$ cat src/rtl/pc_step_controller.sv
// Front-panel sequencer for the program counter's increment input.
// Synchronises and debounces STEP and RUN/STOP, then issues one pc_inc pulse per
// manual step or one pulse every RUN_DIV cycles while running.
// Optional build macro PC_CTRL_HALT_AT_END_EN: run mode stops (and flags halted)
// instead of wrapping the PC past LAST_ADDR.
module pc_step_controller #(
  parameter int unsigned DEBOUNCE_CYCLES = 16,
  parameter int unsigned RUN_DIV         = 8,
  parameter int unsigned LAST_ADDR       = 5
) (
  input  logic       i_clk,
  input  logic       i_reset,
  input  logic       i_btn_step,
  input  logic       i_btn_run,
  input  logic [4:0] i_pc_address,
  output logic       o_pc_inc,
  output logic       o_mode_run,
  output logic       o_wrap,
  output logic       o_halted,
  output logic [7:0] o_step_count
);

  localparam int unsigned CntW = $clog2(DEBOUNCE_CYCLES) + 1;
  localparam int unsigned DivW = (RUN_DIV > 2) ? $clog2(RUN_DIV) : 1;
  localparam logic [CntW-1:0] CntLast  = CntW'(DEBOUNCE_CYCLES - 1);
  localparam logic [DivW-1:0] DivLast  = DivW'(RUN_DIV - 1);
  localparam logic [4:0]      LastAddr = 5'(LAST_ADDR);

  typedef enum logic [1:0] {StIdle, StStep, StRun} state_e;

  // Bit 0 is STEP, bit 1 is RUN/STOP.
  logic [1:0]      w_raw;
  logic [1:0]      r_sync1, r_sync2, r_deb, r_deb_prev;
  logic [CntW-1:0] r_cnt [2];
  logic            w_step_press, w_run_press;

  state_e          r_state, w_state_next;
  logic [DivW-1:0] r_div, w_div_next;
  logic            w_tick, w_pulse, w_at_end, w_halt_now;
  logic            r_pc_inc, r_wrap;
  logic [7:0]      r_step_count;
`ifdef PC_CTRL_HALT_AT_END_EN
  logic            r_halted, w_halted_next;
  // Set when run restarts from a halt so the first tick wraps instead of halting again.
  logic            r_resume;
`endif

  assign w_raw        = {i_btn_run, i_btn_step};
  assign w_step_press = r_deb[0] & ~r_deb_prev[0];
  assign w_run_press  = r_deb[1] & ~r_deb_prev[1];
  assign w_tick       = (r_div == DivLast);
  assign w_at_end     = (i_pc_address == LastAddr);

`ifdef PC_CTRL_HALT_AT_END_EN
  assign w_halt_now = w_tick & w_at_end & ~r_resume;
`else
  assign w_halt_now = 1'b0;
`endif

  // Two-flop synchronisers and per-button debounce counters.
  always_ff @(posedge i_clk or posedge i_reset) begin
    if (i_reset) begin
      r_sync1    <= '0;
      r_sync2    <= '0;
      r_deb      <= '0;
      r_deb_prev <= '0;
      r_cnt[0]   <= '0;
      r_cnt[1]   <= '0;
    end else begin
      r_sync1    <= w_raw;
      r_sync2    <= r_sync1;
      r_deb_prev <= r_deb;
      for (int i = 0; i < 2; i++) begin
        if (r_sync2[i] == r_deb[i]) begin
          r_cnt[i] <= '0;
        end else if (r_cnt[i] == CntLast) begin
          r_deb[i] <= ~r_deb[i];
          r_cnt[i] <= '0;
        end else begin
          r_cnt[i] <= r_cnt[i] + 1'b1;
        end
      end
    end
  end

  // FSM state register.
  always_ff @(posedge i_clk or posedge i_reset) begin
    if (i_reset) r_state <= StIdle;
    else         r_state <= w_state_next;
  end

  // FSM next state; run press outranks a same-cycle step press.
  always_comb begin
    w_state_next = r_state;
    case (r_state)
      StIdle: begin
        if (w_run_press)       w_state_next = StRun;
        else if (w_step_press) w_state_next = StStep;
      end
      StStep: w_state_next = w_run_press ? StRun : StIdle;
      StRun: begin
        if (w_run_press || w_halt_now) w_state_next = StIdle;
      end
      default: w_state_next = StIdle;
    endcase
  end

  // FSM outputs: pulse decision, divider and halt flag next values.
  always_comb begin
    w_pulse    = 1'b0;
    w_div_next = '0;
`ifdef PC_CTRL_HALT_AT_END_EN
    w_halted_next = r_halted;
    if (w_step_press || w_run_press) w_halted_next = 1'b0;
`endif
    case (r_state)
      StIdle: w_pulse = w_step_press & ~w_run_press;
      StRun: begin
        // A stop press discards any tick due in the same cycle.
        if (!w_run_press) begin
          if (w_tick) begin
`ifdef PC_CTRL_HALT_AT_END_EN
            if (w_halt_now) w_halted_next = 1'b1;
`endif
            w_pulse = ~w_halt_now;
          end else begin
            w_div_next = r_div + 1'b1;
          end
        end
      end
      default: w_pulse = 1'b0;
    endcase
  end

  // Registered pulse, wrap flag, divider and saturating step counter.
  always_ff @(posedge i_clk or posedge i_reset) begin
    if (i_reset) begin
      r_div        <= '0;
      r_pc_inc     <= 1'b0;
      r_wrap       <= 1'b0;
      r_step_count <= '0;
    end else begin
      r_div    <= w_div_next;
      r_pc_inc <= w_pulse;
      r_wrap   <= w_pulse & w_at_end;
      if (w_pulse && (r_step_count != 8'hFF)) r_step_count <= r_step_count + 8'd1;
    end
  end

`ifdef PC_CTRL_HALT_AT_END_EN
  // Sticky halt flag and one-shot resume permission after a halt.
  always_ff @(posedge i_clk or posedge i_reset) begin
    if (i_reset) begin
      r_halted <= 1'b0;
      r_resume <= 1'b0;
    end else begin
      r_halted <= w_halted_next;
      if (r_state != StRun && w_state_next == StRun) r_resume <= r_halted;
      else if (r_state == StRun && w_tick)           r_resume <= 1'b0;
    end
  end
  assign o_halted = r_halted;
`else
  assign o_halted = 1'b0;
`endif

  assign o_pc_inc     = r_pc_inc;
  assign o_wrap       = r_wrap;
  assign o_mode_run   = (r_state == StRun);
  assign o_step_count = r_step_count;

endmodule

$ cat config.mk
export PLATFORM = sky130hd
export DESIGN_NAME = pc_step_controller
export DESIGN_NICKNAME = d
export VERILOG_FILES = /design/src/rtl/pc_step_controller.sv
export SDC_FILE = /design/constraint.sdc
export NUM_CORES = 1
export LEC_CHECK = 0
export ABC_AREA = 1
export CORE_UTILIZATION = 48
export CTS_BUF_LIST = sky130_fd_sc_hd__clkbuf_16
export CTS_CLUSTER_DIAMETER = 150
export CTS_CLUSTER_SIZE = 14
export DETAILED_ROUTE_END_ITERATION = 12
export PLACE_DENSITY = 0.74
export SYNTH_ARGS = -nofsm -noshare
export SYNTH_HDL_FRONTEND = slang
export SYNTH_SLANG_ARGS = --single-unit
$ cat constraint.sdc
create_clock -name i_clk -period 1.2 [get_ports i_clk]
set_input_delay 0.3 -clock i_clk [delete_from_list [all_inputs] [get_ports i_clk]]
set_output_delay 0.3 -clock i_clk [all_outputs]
set_load 0.02 [all_outputs]
==> impl_metrics.csv <==
group,metric,value,unit
worst_hold_path,min_to,"r_sync2[1]",
synthesis,syn_nets,170,
clock_network,clockBufferDepth,2,
synthesis,yosysWarnings,0,
global_routing,grt_pass1_vias,1269,
global_routing,grt_max_degree,34,
synthesis,synth_edf_count,0,
worst_setup_path,cp-start-kind,"flip-flop",
worst_setup_path,rr_startpoint,"r_div[0]",
clock_network,root_buffer,"clkbuf_16",
global_routing,grt_pass1_wl,5370,um
global_routing,gr-total-overflow,0,
worst_setup_path,r2r-end,"o_pc_inc",
synthesis,syn_area_per_cell,9.40,um2
worst_setup_path,cp_cell_sequence,"ha_2, ha_4, nand3_4, nand2_8, buf_6, buf_4",
worst_setup_path,max_stage_delay,0.38,ns
synthesis,synthArstFlopShare,100,%
worst_hold_path,hold_start,"r_sync1[1]",
worst_setup_path,rr_worst_depth,6,
place,dpl-instance-area,0.00186,mm2
floorplanning,initial_core_util,51.8,%
timing,slew_violations,0,
pwr,p_leak,0.00112,uW
worst_setup_path,path_max_fanout,6,
pwr,total_power,2460,uW
pwr,powerDensity,1110,mW/mm2
timing,finalCritPeriodShare,107,%
run_status,status,"finished, violations left",
routing,drtAntennaViolNets,0,
floorplanning,dieArea,0.00328,mm2
timing,fmax,775,MHz
floorplanning,coreArea,0.00283,mm2
synthesis,synthDistinctLibCells,21,
synthesis,ys_seq_elements,33,
worst_hold_path,hold_depth,0,
timing,hold_viol,0,
run,max_cap_violations,0,
synthesis,synth_top_area_cell,"dfrtp_1",
final_layout,final_common_cell,"buf_4",
final_layout,final_cell_area,0.00221,mm2
clock_network,cts_tree,"built",
place,place.gp.congestion,0.729,
worst_setup_path,r2r_slack,-0.09,ns
place,hpwl,2080,um
global_routing,grt_use_total,22.4,%
routing,first_pass_iters,4,
clock_network,clk_latency,0.27,ns
clock_network,cts_sinks,33,
final_layout,syn_to_final_growth,50.8,%
synthesis,synth_top_area_share,56.3,%
worst_setup_path,worst_ep_required_time,1.37,ns
routing,route.detailed.drc,0,
routing,wl_per_cell,13.7,um
floorplanning,num_io_pins,21,
final_layout,most-common-layout-cells,"buf_4 (30), nand2_1 (28), dfrtp_1 (27), nor2_1 (18), inv_1 (16)",
worst_setup_path,cp_top_family,"flip-flops",
routing,num_vias,1264,
timing,setup_ws,-0.0897,ns
routing,routed_via_density,5.12,
worst_setup_path,critical_path_class,"reg -> reg",
final_layout,antenna_cells,0,
synthesis,synth-main-ff-cell,"dfrtp_1",
synthesis,syn_inst,156,
worst_setup_path,cp_slowest_cell,"dfrtp_1",
pwr,vdd_drop_max,1270,uV
timing,worst_clock_skew,0.00374,ns
floorplanning,fp.dieW,57.3,um
run_status,violations,"setup timing",
synthesis,netlist_top_cells_area,"dfrtp_1 (56%), nand2_1 (9.5%), nand3_1 (5.1%)",
worst_setup_path,critPathBufInv,2,
timing,setup_viol,13,
worst_setup_path,end_kind,"flip-flop",
synthesis,yosysSeqAreaShare,56.3,%
clock_network,clk_pin_slew,0.05,ns
clock_network,numCtsBuffers,5,
clock_network,cts_max_level,2,
final_layout,drive_gt1_share,41.2,%
timing,fin_crit,1.29,ns
timing,rsz0062_at_grt,"yes",
routing,drtIter0Drc,23,
place,io_buffers,19,
synthesis,post_synth_instance_area,0.00147,mm2
final_layout,num-nets-final,229,
worst_setup_path,cp.arrival,1.46,ns
clock_network,cts.hold.buffers_added,0,
worst_hold_path,hold_class,"reg -> reg",
floorplanning,dieHeight,57.3,um
routing,wl,3390,um
floorplanning,rows,19,
global_routing,antenna_found_initial,0,
timing,timing.hold.ws,0.346,ns
synthesized netlist by cell type (3+ instances only):
library cell,n
o21ai_0,3
dfrtp_1,33
nor3_1,3
inv_1,16
ha_1,5
nand3b_1,3
nor2_1,20
xor2_1,3
nand2_1,37
nand3_1,15
nor3b_1,3
flip-flops by register name, summed over array words and instances (netlist names):
name and flops:
o_pc_inc 1, o_step_count 8, o_wrap 1, r_cnt 10, r_deb 2, r_deb_prev 2
r_div 3, r_state 2, r_sync1 2, r_sync2 2
worst max path at each step:
stage | startpoint | to | depth (start not counted)
2_1_floorplan | o_step_count[1] | o_step_count[5] | 7
3_3_place_gp | r_state[0] | o_mode_run | 2
3_5_place_dp | r_state[0] | o_mode_run | 2
4_1_cts | r_div[0] | o_step_count[6] | 7
5_1_grt | r_div[0] | o_step_count[4] | 7
6_report | r_div[0] | o_pc_inc | 6
where the power goes:
part	leakage, uW	internal [uW]	total, uW	switching (uW)
Sequential	0.000437	1140	1160	18.9
Combinational	0.000607	69.1	134	64.8
Clock	0.0000738	744	1160	421
Total	0.00112	1950	2460	504
repair_timing:
action	in CTS	in global routing
resized for setup	56	23
gates cloned	1	0
setup endpoints to repair	19	20
setup buffers	10	7
pin swaps	9	13
kinds of logic after synthesis:
group	after synthesis	share of synthesized area [%]
xor gates and xnor gates	5	2.99
AOI/OAI and AO/OA	5	1.71
adders and majority gates	5	4.27
DFF	33	56.3
buffers and inverters	18	4.86
other	1	0.256
and+or+nand+nor	89	29.6
layer usage:
metal / global-route usage (%) / wire length [um] / vias up / part of all wire [%]
li1: - / - / 610 / -
met1: 23.6 / 1320 / 611 / 39
met2: 40.3 / 1850 / 32 / 55
met3: 7.03 / 129 / 11 / 3.8
met4: 10.8 / 78 / 0 / 2.3
met5: 0 / 0 / - / 0
per-stage QoR:
stage	setup WS (ns)	utilization (%)	setup TNS, ns	std cells
after global routing	-0.128	78.2	-1.33	247
after floorplan	0.00208	-	0	156
after CTS	-0.0686	73.6	-0.537	240
after detailed placement	-0.205	65.6	-1.81	221
final	-0.0897	78.2	-0.694	247
after global placement	-0.198	65.6	-1.31	221
layout make-up:
type,instances,area [um2]
Clock buffer,5,125
Clock inverter,3,11.3
Fill cell,184,618
Inverter,17,68.8
Multi-Input combinational cell,106,712
Sequential cell,33,833
Tap cell,31,38.8
Timing Repair Buffer,52,422
worst register-to-register path: cells and delay by family, from the launching register on:
kind                       cells  cell delay [ns]
DFF                            1             0.38
buffers and inverters          2             0.27
and+or+nand+nor                2             0.16
adders and majority gates      2             0.37
No activity file was read; power rests on OpenSTA's default activity.
